**src/rtl/fll_cfg_responder_pkg.sv**
```systemverilog
`default_nettype none
// ============================================================================
//  Module      : fll_cfg_responder_pkg
//  Description : Shared definitions for the FLL configuration responder:
//                register addresses, CFG1 field positions, and the state
//                encodings of the handshake and lock-emulation FSMs.
//  Revision    : 1.0 - initial release
// ============================================================================
package fll_cfg_responder_pkg;

    // Register map (2-bit address space)
    localparam logic [1:0] ADDR_STATUS = 2'd0;   // read-only
    localparam logic [1:0] ADDR_CFG1   = 2'd1;   // read/write
    localparam logic [1:0] ADDR_CFG2   = 2'd2;   // read/write
    localparam logic [1:0] ADDR_INTEG  = 2'd3;   // read-only

    // CFG1 field layout
    localparam int MULT_LSB   = 0;
    localparam int MULT_W     = 16;
    localparam int DIV_LSB    = 26;
    localparam int DIV_W      = 4;
    localparam int BYPASS_BIT = 31;

    // Request/acknowledge handshake states
    typedef enum logic [1:0] {
        HS_IDLE     = 2'd0,
        HS_ACK      = 2'd1,
        HS_WAIT_LOW = 2'd2
    } hs_state_e;

    // Lock emulation states
    typedef enum logic [0:0] {
        LK_UNLOCKED = 1'b0,
        LK_LOCKED   = 1'b1
    } lock_state_e;

    // STATUS word: lock flag in the MSB, active multiplier in the low half.
    function automatic logic [31:0] status_word(input logic lock, input logic [15:0] mult);
        return {lock, 15'b0, mult};
    endfunction

endpackage : fll_cfg_responder_pkg
`default_nettype wire

```
**src/rtl/fll_cfg_responder_lock_emu.sv**
```systemverilog
`default_nettype none
// ============================================================================
//  Module      : fll_lock_emu
//  Description : Lock-settle emulation. After every restart a counter runs
//                up from zero; once it reaches the programmed threshold the
//                block reports lock and freezes the counter until the next
//                restart.
//  Revision    : 1.0 - initial release
//
//  Ports
//    clk_i        in   clock, rising edge
//    rstn_i       in   asynchronous active-low reset
//    restart_i    in   one-cycle strobe: clear counter, drop lock
//    threshold_i  in   lock threshold (compared as counter >= threshold)
//    locked_o     out  1 while in LOCKED
//    count_o      out  current settle counter value
// ============================================================================
module fll_lock_emu
    import fll_cfg_responder_pkg::*;
#(
    parameter int LOCK_CNT_W = 16
) (
    input  logic                  clk_i,
    input  logic                  rstn_i,
    input  logic                  restart_i,
    input  logic [LOCK_CNT_W-1:0] threshold_i,
    output logic                  locked_o,
    output logic [LOCK_CNT_W-1:0] count_o
);

    localparam logic [LOCK_CNT_W-1:0] CNT_MAX = '1;
    localparam logic [LOCK_CNT_W-1:0] CNT_ONE = LOCK_CNT_W'(1);

    lock_state_e           state_q, state_d;
    logic [LOCK_CNT_W-1:0] cnt_q,   cnt_d;

    always_ff @(posedge clk_i or negedge rstn_i) begin
        if (!rstn_i) begin
            state_q <= LK_UNLOCKED;
            cnt_q   <= '0;
        end else begin
            state_q <= state_d;
            cnt_q   <= cnt_d;
        end
    end

    always_comb begin
        state_d = state_q;
        cnt_d   = cnt_q;
        if (restart_i) begin
            // A restart wins over everything, even if already locked.
            state_d = LK_UNLOCKED;
            cnt_d   = '0;
        end else begin
            case (state_q)
                LK_UNLOCKED: begin
                    // The counter does not advance on the locking edge, so
                    // once locked it reads exactly the threshold value.
                    if (cnt_q >= threshold_i) begin
                        state_d = LK_LOCKED;
                    end else if (cnt_q != CNT_MAX) begin
                        cnt_d = cnt_q + CNT_ONE;
                    end
                end
                LK_LOCKED: begin
                    state_d = LK_LOCKED;
                end
                default: begin
                    state_d = LK_UNLOCKED;
                end
            endcase
        end
    end

    assign locked_o = (state_q == LK_LOCKED);
    assign count_o  = cnt_q;

endmodule : fll_lock_emu
`default_nettype wire

```
**src/rtl/fll_cfg_responder.sv**
```systemverilog
`default_nettype none
// ============================================================================
//  Module      : fll_cfg_responder
//  Description : Register responder for an FLL configuration port. Serves a
//                4-phase req/ack handshake onto a four-entry register map
//                (STATUS, CFG1, CFG2, INTEG) and drives the active FLL
//                settings plus an emulated lock indication.
//  Revision    : 1.0 - initial release
//
//  Parameters
//    LOCK_CNT_W   settle counter width (1..32)
//    CFG1_RST     reset value of CFG1
//    CFG2_RST     reset value of CFG2
//
//  Ports
//    clk_i         in   clock, rising edge
//    rstn_i        in   asynchronous active-low reset
//    fll_req_i     in   request level from initiator
//    fll_wrn_i     in   0 = write, 1 = read
//    fll_add_i     in   register address
//    fll_data_i    in   write data
//    fll_ack_o     out  one-cycle acknowledge
//    fll_r_data_o  out  read data, non-zero only while acknowledging a read
//    fll_lock_o    out  lock indication (forced high by CFG1 bypass bit)
//    mult_o        out  active multiplication factor, CFG1[15:0]
//    div_o         out  active divider, CFG1[29:26]
// ============================================================================
module fll_cfg_responder
    import fll_cfg_responder_pkg::*;
#(
    parameter int          LOCK_CNT_W = 16,
    parameter logic [31:0] CFG1_RST   = 32'h0000_05F5,
    parameter logic [31:0] CFG2_RST   = 32'h0000_0010
) (
    input  logic        clk_i,
    input  logic        rstn_i,
    input  logic        fll_req_i,
    input  logic        fll_wrn_i,
    input  logic [1:0]  fll_add_i,
    input  logic [31:0] fll_data_i,
    output logic        fll_ack_o,
    output logic [31:0] fll_r_data_o,
    output logic        fll_lock_o,
    output logic [15:0] mult_o,
    output logic [3:0]  div_o
);

    hs_state_e             hs_state_q, hs_state_d;
    logic [31:0]           r_data_q,   r_data_d;
    logic [31:0]           cfg1_q,     cfg1_d;
    logic [31:0]           cfg2_q,     cfg2_d;

    logic                  cfg1_wr;
    logic                  emu_locked;
    logic [LOCK_CNT_W-1:0] lock_cnt;
    logic [31:0]           rd_value;

    // ------------------------------------------------------------------
    // State and register file
    // ------------------------------------------------------------------
    always_ff @(posedge clk_i or negedge rstn_i) begin
        if (!rstn_i) begin
            hs_state_q <= HS_IDLE;
            r_data_q   <= '0;
            cfg1_q     <= CFG1_RST;
            cfg2_q     <= CFG2_RST;
        end else begin
            hs_state_q <= hs_state_d;
            r_data_q   <= r_data_d;
            cfg1_q     <= cfg1_d;
            cfg2_q     <= cfg2_d;
        end
    end

    // Read multiplexer, evaluated against the register values present at
    // the sampling edge.
    always_comb begin
        rd_value = '0;
        case (fll_add_i)
            ADDR_STATUS: rd_value = status_word(fll_lock_o, mult_o);
            ADDR_CFG1:   rd_value = cfg1_q;
            ADDR_CFG2:   rd_value = cfg2_q;
            ADDR_INTEG:  rd_value = 32'(lock_cnt);
            default:     rd_value = '0;
        endcase
    end

    // ------------------------------------------------------------------
    // Handshake FSM. The access is performed on the IDLE->ACK edge, so the
    // register update and the read data both become visible together with
    // the acknowledge. Read data is only loaded on that edge and defaults
    // to zero otherwise, which clears it again as ACK is left.
    // ------------------------------------------------------------------
    always_comb begin
        hs_state_d = hs_state_q;
        r_data_d   = '0;
        cfg1_d     = cfg1_q;
        cfg2_d     = cfg2_q;
        cfg1_wr    = 1'b0;
        case (hs_state_q)
            HS_IDLE: begin
                if (fll_req_i) begin
                    hs_state_d = HS_ACK;
                    if (fll_wrn_i) begin
                        r_data_d = rd_value;
                    end else begin
                        case (fll_add_i)
                            ADDR_CFG1: begin
                                cfg1_d  = fll_data_i;
                                cfg1_wr = 1'b1;
                            end
                            ADDR_CFG2: cfg2_d = fll_data_i;
                            default: begin
                                // STATUS and INTEG are read-only; the write
                                // is acknowledged and dropped.
                            end
                        endcase
                    end
                end
            end
            HS_ACK: begin
                hs_state_d = HS_WAIT_LOW;
            end
            HS_WAIT_LOW: begin
                // Requests stay blocked until the initiator drops req, so a
                // held req can never trigger a second access.
                if (!fll_req_i) begin
                    hs_state_d = HS_IDLE;
                end
            end
            default: begin
                hs_state_d = HS_IDLE;
            end
        endcase
    end

    // ------------------------------------------------------------------
    // Lock emulation. The CFG1 write strobe restarts it on the same edge
    // that loads CFG1, so the cleared counter and dropped lock are seen in
    // the cycle following the access. Any CFG1 write restarts, even one
    // that leaves the value unchanged.
    // ------------------------------------------------------------------
    fll_lock_emu #(
        .LOCK_CNT_W (LOCK_CNT_W)
    ) u_lock_emu (
        .clk_i       (clk_i),
        .rstn_i      (rstn_i),
        .restart_i   (cfg1_wr),
        .threshold_i (cfg2_q[LOCK_CNT_W-1:0]),
        .locked_o    (emu_locked),
        .count_o     (lock_cnt)
    );

    // ------------------------------------------------------------------
    // Outputs
    // ------------------------------------------------------------------
    assign fll_ack_o    = (hs_state_q == HS_ACK);
    assign fll_r_data_o = r_data_q;
    // Bypass overrides the emulated lock without touching the lock FSM.
    assign fll_lock_o   = emu_locked | cfg1_q[BYPASS_BIT];
    assign mult_o       = cfg1_q[MULT_LSB +: MULT_W];
    assign div_o        = cfg1_q[DIV_LSB +: DIV_W];

endmodule : fll_cfg_responder
`default_nettype wire
```
**config.mk**
```make
export PLATFORM = sky130hd
export DESIGN_NAME = fll_cfg_responder
export DESIGN_NICKNAME = d
export VERILOG_FILES = /design/src/rtl/fll_cfg_responder_pkg.sv /design/src/rtl/fll_cfg_responder_lock_emu.sv /design/src/rtl/fll_cfg_responder.sv
export SDC_FILE = /design/constraint.sdc
export NUM_CORES = 1
export LEC_CHECK = 0
export BUFFER_PORTS_ARGS = -buffer_cell sky130_fd_sc_hd__buf_4
export CAP_MARGIN = 20
export CORE_UTILIZATION = 55
export DETAILED_ROUTE_END_ITERATION = 16
export PLACE_DENSITY = 0.78
export RECOVER_POWER = 25
export SLEW_MARGIN = 20
export SYNTH_ARGS = -nofsm -noshare
export SYNTH_HDL_FRONTEND = slang
export SYNTH_SLANG_ARGS = --single-unit
export TNS_END_PERCENT = 1
```
**constraint.sdc**
```tcl
create_clock -name clk_i -period 3.8 [get_ports clk_i]
set_input_delay 0.76 -clock clk_i [delete_from_list [all_inputs] [get_ports clk_i]]
set_output_delay 0.76 -clock clk_i [all_outputs]
set_load 0.005 [all_outputs]
```
# Word level (Yosys, flattened, before mapping)
# Index checks and enable logic that the tools add are counted.
[totals]
regBits = 115
[op_classes]
n_addsub = 1
magnitude_cmp = 1
eq_ne = 10
muxes = 18
n_bitwise = 3
n_reduce_logical = 7
[ops]
columns = ["op", "count"]
rows = [
  ["$pmux W32 S4", 1],
  ["$mux W32", 3],
  ["$mux W16", 4],
  ["$add A16 B1 Y16 const B", 1],
  ["$ge A16 B16 Y1", 1],
  ["$ne A16 B16 Y1 const B", 1],
  ["$ne A2 B2 Y1 const B", 4],
  ["$reduce_and A4 Y1", 2],
  ["$eq A2 B2 Y1 const B", 3],
  ["$mux W1", 6],
  ["$pmux W2 S3", 1],
  ["$eq A2 B1 Y1 const B", 2],
  ["$logic_not A2 Y1", 2],
  ["$mux W2", 2],
  ["$reduce_and A3 Y1", 1],
  ["$not A1 Y1", 2],
  ["$pmux W1 S2", 1],
  ["$reduce_and A2 Y1", 1],
  ["$reduce_bool A2 Y1", 1],
  ["$or A1 B1 Y1", 1],
]

# Longest topological paths before layout
[depth]
ltp_word = 7
ltp_mapped = 9
mapped_depth_nobuf = 8

# Modules after synthesis
# Synthesis repeated with hierarchy kept, for this count alone.
[hier_totals]
cells_unflattened = 458
area_unflattened_um2 = 5494.0
[by_module_without_submodules]
columns = ["module", "instances", "cells_per_inst", "area_per_inst_um2", "seq_area_each_um2"]
rows = [
  ["fll_cfg_responder", 1, 295, 4068.9, 2463.6],
  ["fll_lock_emu", 1, 163, 1425.1, 425.4],
]

# Worst setup path after synthesis
# OpenSTA, ideal clock, no wires.
[synth_path]
path_type = "reg2reg"
from = "register u_lock_emu.cnt_q[0], in the netlist u_lock_emu.count_o[0]"
to = "register u_lock_emu.cnt_q[13], in the netlist u_lock_emu.count_o[13]"
arrival_ns = 2.233
required_ns = 3.722
slack_ns = 1.489
path_stages_with_launch = 9
period_less_slack_ns = 2.311
path_cell_list = "dfrtp_1 inv_1 ha_1 nand2b_1 a2111o_1 a32oi_2 nand3_2 or4_1 a21oi_1"
[synth_between]
elab_chain_cells = 5
word_cells_on_any_way = 10
cone_classes = "1 x add/sub; 1 x order compare; 2 x eq/ne; 4 x mux; 2 x reduce/logical"
[synth_lines]
columns = ["element", "line", "source"]
rows = [
  ["start: declaration", "fll_cfg_responder_lock_emu.sv:35", "logic [LOCK_CNT_W-1:0] cnt_q, cnt_d;"],
  ["start signal: assignment", "fll_cfg_responder_lock_emu.sv:43", "cnt_q <= cnt_d;"],
  ["$add A16 B1 Y16", "fll_cfg_responder_lock_emu.sv:62", "cnt_d = cnt_q + CNT_ONE;"],
  ["$mux W16", "fll_cfg_responder_lock_emu.sv:61", "end else if (cnt_q != CNT_MAX) begin"],
  ["$mux W16", "fll_cfg_responder_lock_emu.sv:59", "if (cnt_q >= threshold_i) begin"],
  ["$mux W16", "fll_cfg_responder_lock_emu.sv:55", "case (state_q)"],
  ["$mux W16", "fll_cfg_responder_lock_emu.sv:50", "if (restart_i) begin"],
]
# Several ways; a longest one is shown, not always the timed one. The select of a mux whose other input is x is not followed.
# A chain may end at the register's enable or synchronous reset.

# Final worst setup path
# Ends and elaborated chain as after synthesis.

==> metrics.txt <==
status finished with violations; violated checks max-capacitance violations, max-slew violations; CTS clk-pin slew, worst paths 0.06 ns; final critical delay including setup and external delays 2.85 ns; number of clock sinks seen by CTS 115; FF+latch area 2890 sq um; # port buffers 91; Iteration-0 DRC Markers 244; number of inserted diodes 0; synthesized instance count 518; CP Launch Type flop; standard-cell rows 35; Clk network pwr share 32.9%; final count of pins violating max slew 90; post-route clock skew 0.00962 ns; cell internal pwr 3.19 mW; drc violations 0; buffer cell driving the clock tree root sky130_fd_sc_hd__clkbuf_8; endpoints failing setup 0; switching power 1.49 mW; power density over the cells 713 nW/um^2; Hold WS 0.427 ns; post-cts gate resize count 0; required time at the worst-slack endpoint 4.25 ns; vias per inst 5.62; sequential fraction of design power 41.9%; leakage component of the power 3.25 nW; Peak Freq 351 MHz; relative contribution of combinational cells to total power 25.1%; sequential fraction of the synthesis area 54.1%; final weighted congestion of routability-driven global placement 0.851; Final Hold Fails 0; number of flops mapped to enable cells by yosys 0; number of buffers on the longest clock path 2; Tot GR Track Use 26.8%; number of warnings printed during yosys synthesis 0; largest net degree at the start of global routing 90; Syn Nets 573; Initial Utilization 57.3%; switch share 31.9%; initial antenna violation count 0; count of state elements after synthesis 115; Inserted Clock Buffers 17; htree depth 4; netlist area before placement 5340 sq um; die outline height 101 um; vias after detailed routing 4106; buffers inserted during post-CTS setup optimization 0; grt ovf 0; mean cell area of the mapped netlist 10.3 sq um; CTS tree yes; post-DR wirelength/cell 16.9 um; endpoint class of the critical path flop; I/O pin count 92; antenna-violating nets left 0; unrepaired setup endpoints after global routing false; Max FO, Critical Path 24; number of detailed-route iterations in the first pass 5; number of global-route vias before repair 4271; total number of nets in the final design 644; Clk Latency, worst-skew pair 0.53 ns; first-pass GRT wire length 20.6 mm; Synth async-reset ratio 100%; Peak VDD IR 0.436 mV; filler instances 662; die outline area 10100 sq um; most frequently used flop master after synthesis sky130_fd_sc_hd__dfrtp_1; relative max-transition margin -40.9%; x dimension of the die 101 um; number of maximum-capacitance violations 1; number of different library cells in the post-synthesis netlist 40; Detailed Route WL 12.4 mm; area of the multi-input gates 2120 sq um; quantity of hold-fixing buffers added after cts 0; fraction of final layout cells sized beyond drive strength 1 26.6%; worst reg-to-reg path cell count 8; area grow syn2layout 22.8%; transition time at the pin with the least slew margin 2.11 ns; number of stages on the worst hold path 3; worst path arrival time 3.30 ns; period utilisation layout 75.0%; half-perimeter wire length after placement 7.92 mm; total negative slack 0 ns; classification of the worst setup path reg -> reg; total core area 9330 sq um; kind of path behind the tightest hold check in -> reg
[worst max-delay path, stage by stage (launching register included)]
cell                       delay, ns
sky130_fd_sc_hd__dfrtp_1        0.41
sky130_fd_sc_hd__inv_1          0.09
sky130_fd_sc_hd__ha_1           0.27
sky130_fd_sc_hd__nand2b_1       0.14
sky130_fd_sc_hd__a2111o_1       0.46
sky130_fd_sc_hd__a32oi_2        0.26
sky130_fd_sc_hd__nand3_2        0.37
sky130_fd_sc_hd__or4_1          0.61
sky130_fd_sc_hd__a21oi_1        0.16
[power groups by stage]
stage | Combinational [mW] | Clock (mW) | Sequential (mW)
after floorplan | 0.847 | 0 | 1.88
after global placement | 1.09 | 0 | 1.94
after detailed placement | 1.15 | 0 | 1.97
after CTS | 1.18 | 1.55 | 1.96
after global routing | 1.31 | 1.62 | 2.02
final | 1.18 | 1.54 | 1.96
[layer usage]
metal | global-route usage, % | wire length, um | vias to the layer above
li1 | - | - | 1903
met1 | 34.8 | 5310 | 2059
met2 | 43.6 | 6260 | 120
met3 | 6.45 | 551 | 24
met4 | 10.8 | 254 | 0
met5 | 0 | 0 | -
[synth_stat cells (all sizes together), types with 15 or more instances]
| library cell | count | area share, % |
|---|---|---|
| ha | 17 | 4.0 |
| a22oi | 15 | 2.1 |
| a211oi | 18 | 2.5 |
| inv | 18 | 1.3 |
| nand2 | 105 | 7.4 |
| nor2 | 40 | 2.8 |
| mux2 | 32 | 6.7 |
| buf | 28 | 3.5 |
| dfrtp | 106 | 50 |
| a21oi | 22 | 2.1 |
| mux2i | 17 | 3.2 |
| clkbuf | 19 | 1.3 |
[through the flow]
stage	utilization (%)	instance area [sq um]	std cells	power, mW	worst slack (ns)
floorplan	-	5340	518	2.73	1.49
global placement	64.2	5990	699	3.03	1.15
detailed placement	64.2	5990	699	3.12	1.03
CTS	70.4	6570	731	4.70	0.989
global route	70.3	6560	731	4.95	0.824
finish	70.3	6560	731	4.68	0.951
[area by class of cell]
cell class                 count  area share [%]
timing repair buffer          99            11.3
multi-input combinational    338            32.4
clock inverter                14            2.29
inverter                      18            1.03
tap                          129            2.46
sequential                   115            44.0
clock buffer                  18            6.52
[sequential cells by signal (all words and copies together), names as in the netlist]
signal               count
cfg1_q                  32
cfg2_q                  32
fll_r_data_o            32
hs_state_q               2
u_lock_emu.count_o      16
u_lock_emu.locked_o      1
[path summary, 6_finish.rpt]
check / start / endpoint / slack, ns
worst max-delay path: u_lock_emu.count_o[0]$_DFFE_PN0P_ / u_lock_emu.count_o[13]$_DFFE_PN0P_ / 0.95
worst min-delay path: fll_data_i[27] / cfg1_q[27]$_DFFE_PN0P_ / 0.43
worst max register to register: u_lock_emu.count_o[0]$_DFFE_PN0P_ / u_lock_emu.count_o[13]$_DFFE_PN0P_ / 0.95
worst min register to register: cfg1_q[7]$_DFFE_PN1P_ / cfg1_q[7]$_DFFE_PN1P_ / 0.47
max in group asynchronous: rstn_i / fll_r_data_o[21]$_DFF_PN0_ / 1.71
min in group asynchronous: rstn_i / fll_r_data_o[8]$_DFF_PN0_ / 0.85
[layout by cell type, fill, tap and decap left out, drive strengths merged, types with 10 or more instances in the layout]
cell,n
nand3,10
a21oi,22
a211oi,18
clkbuf,19
buf,98
dfrtp,106
nor2,40
nand2,105
mux2,32
a22oi,15
mux2i,17
o21ai,13
ha,17
inv,22
[cells by family (layout without fill, tap and decap cells)]
logic type / count (synthesis) / after routing / synth area share (%)
compound gates: 75 / 75 / 9.16
flops: 115 / 115 / 54.1
simple gates: 195 / 195 / 16.4
buf+inv: 65 / 149 / 6.09
fa+ha+maj: 17 / 17 / 3.98
xor+xnor: 2 / 2 / 0.328
mux: 49 / 49 / 9.93
No activity file was read; power rests on OpenSTA's default activity.
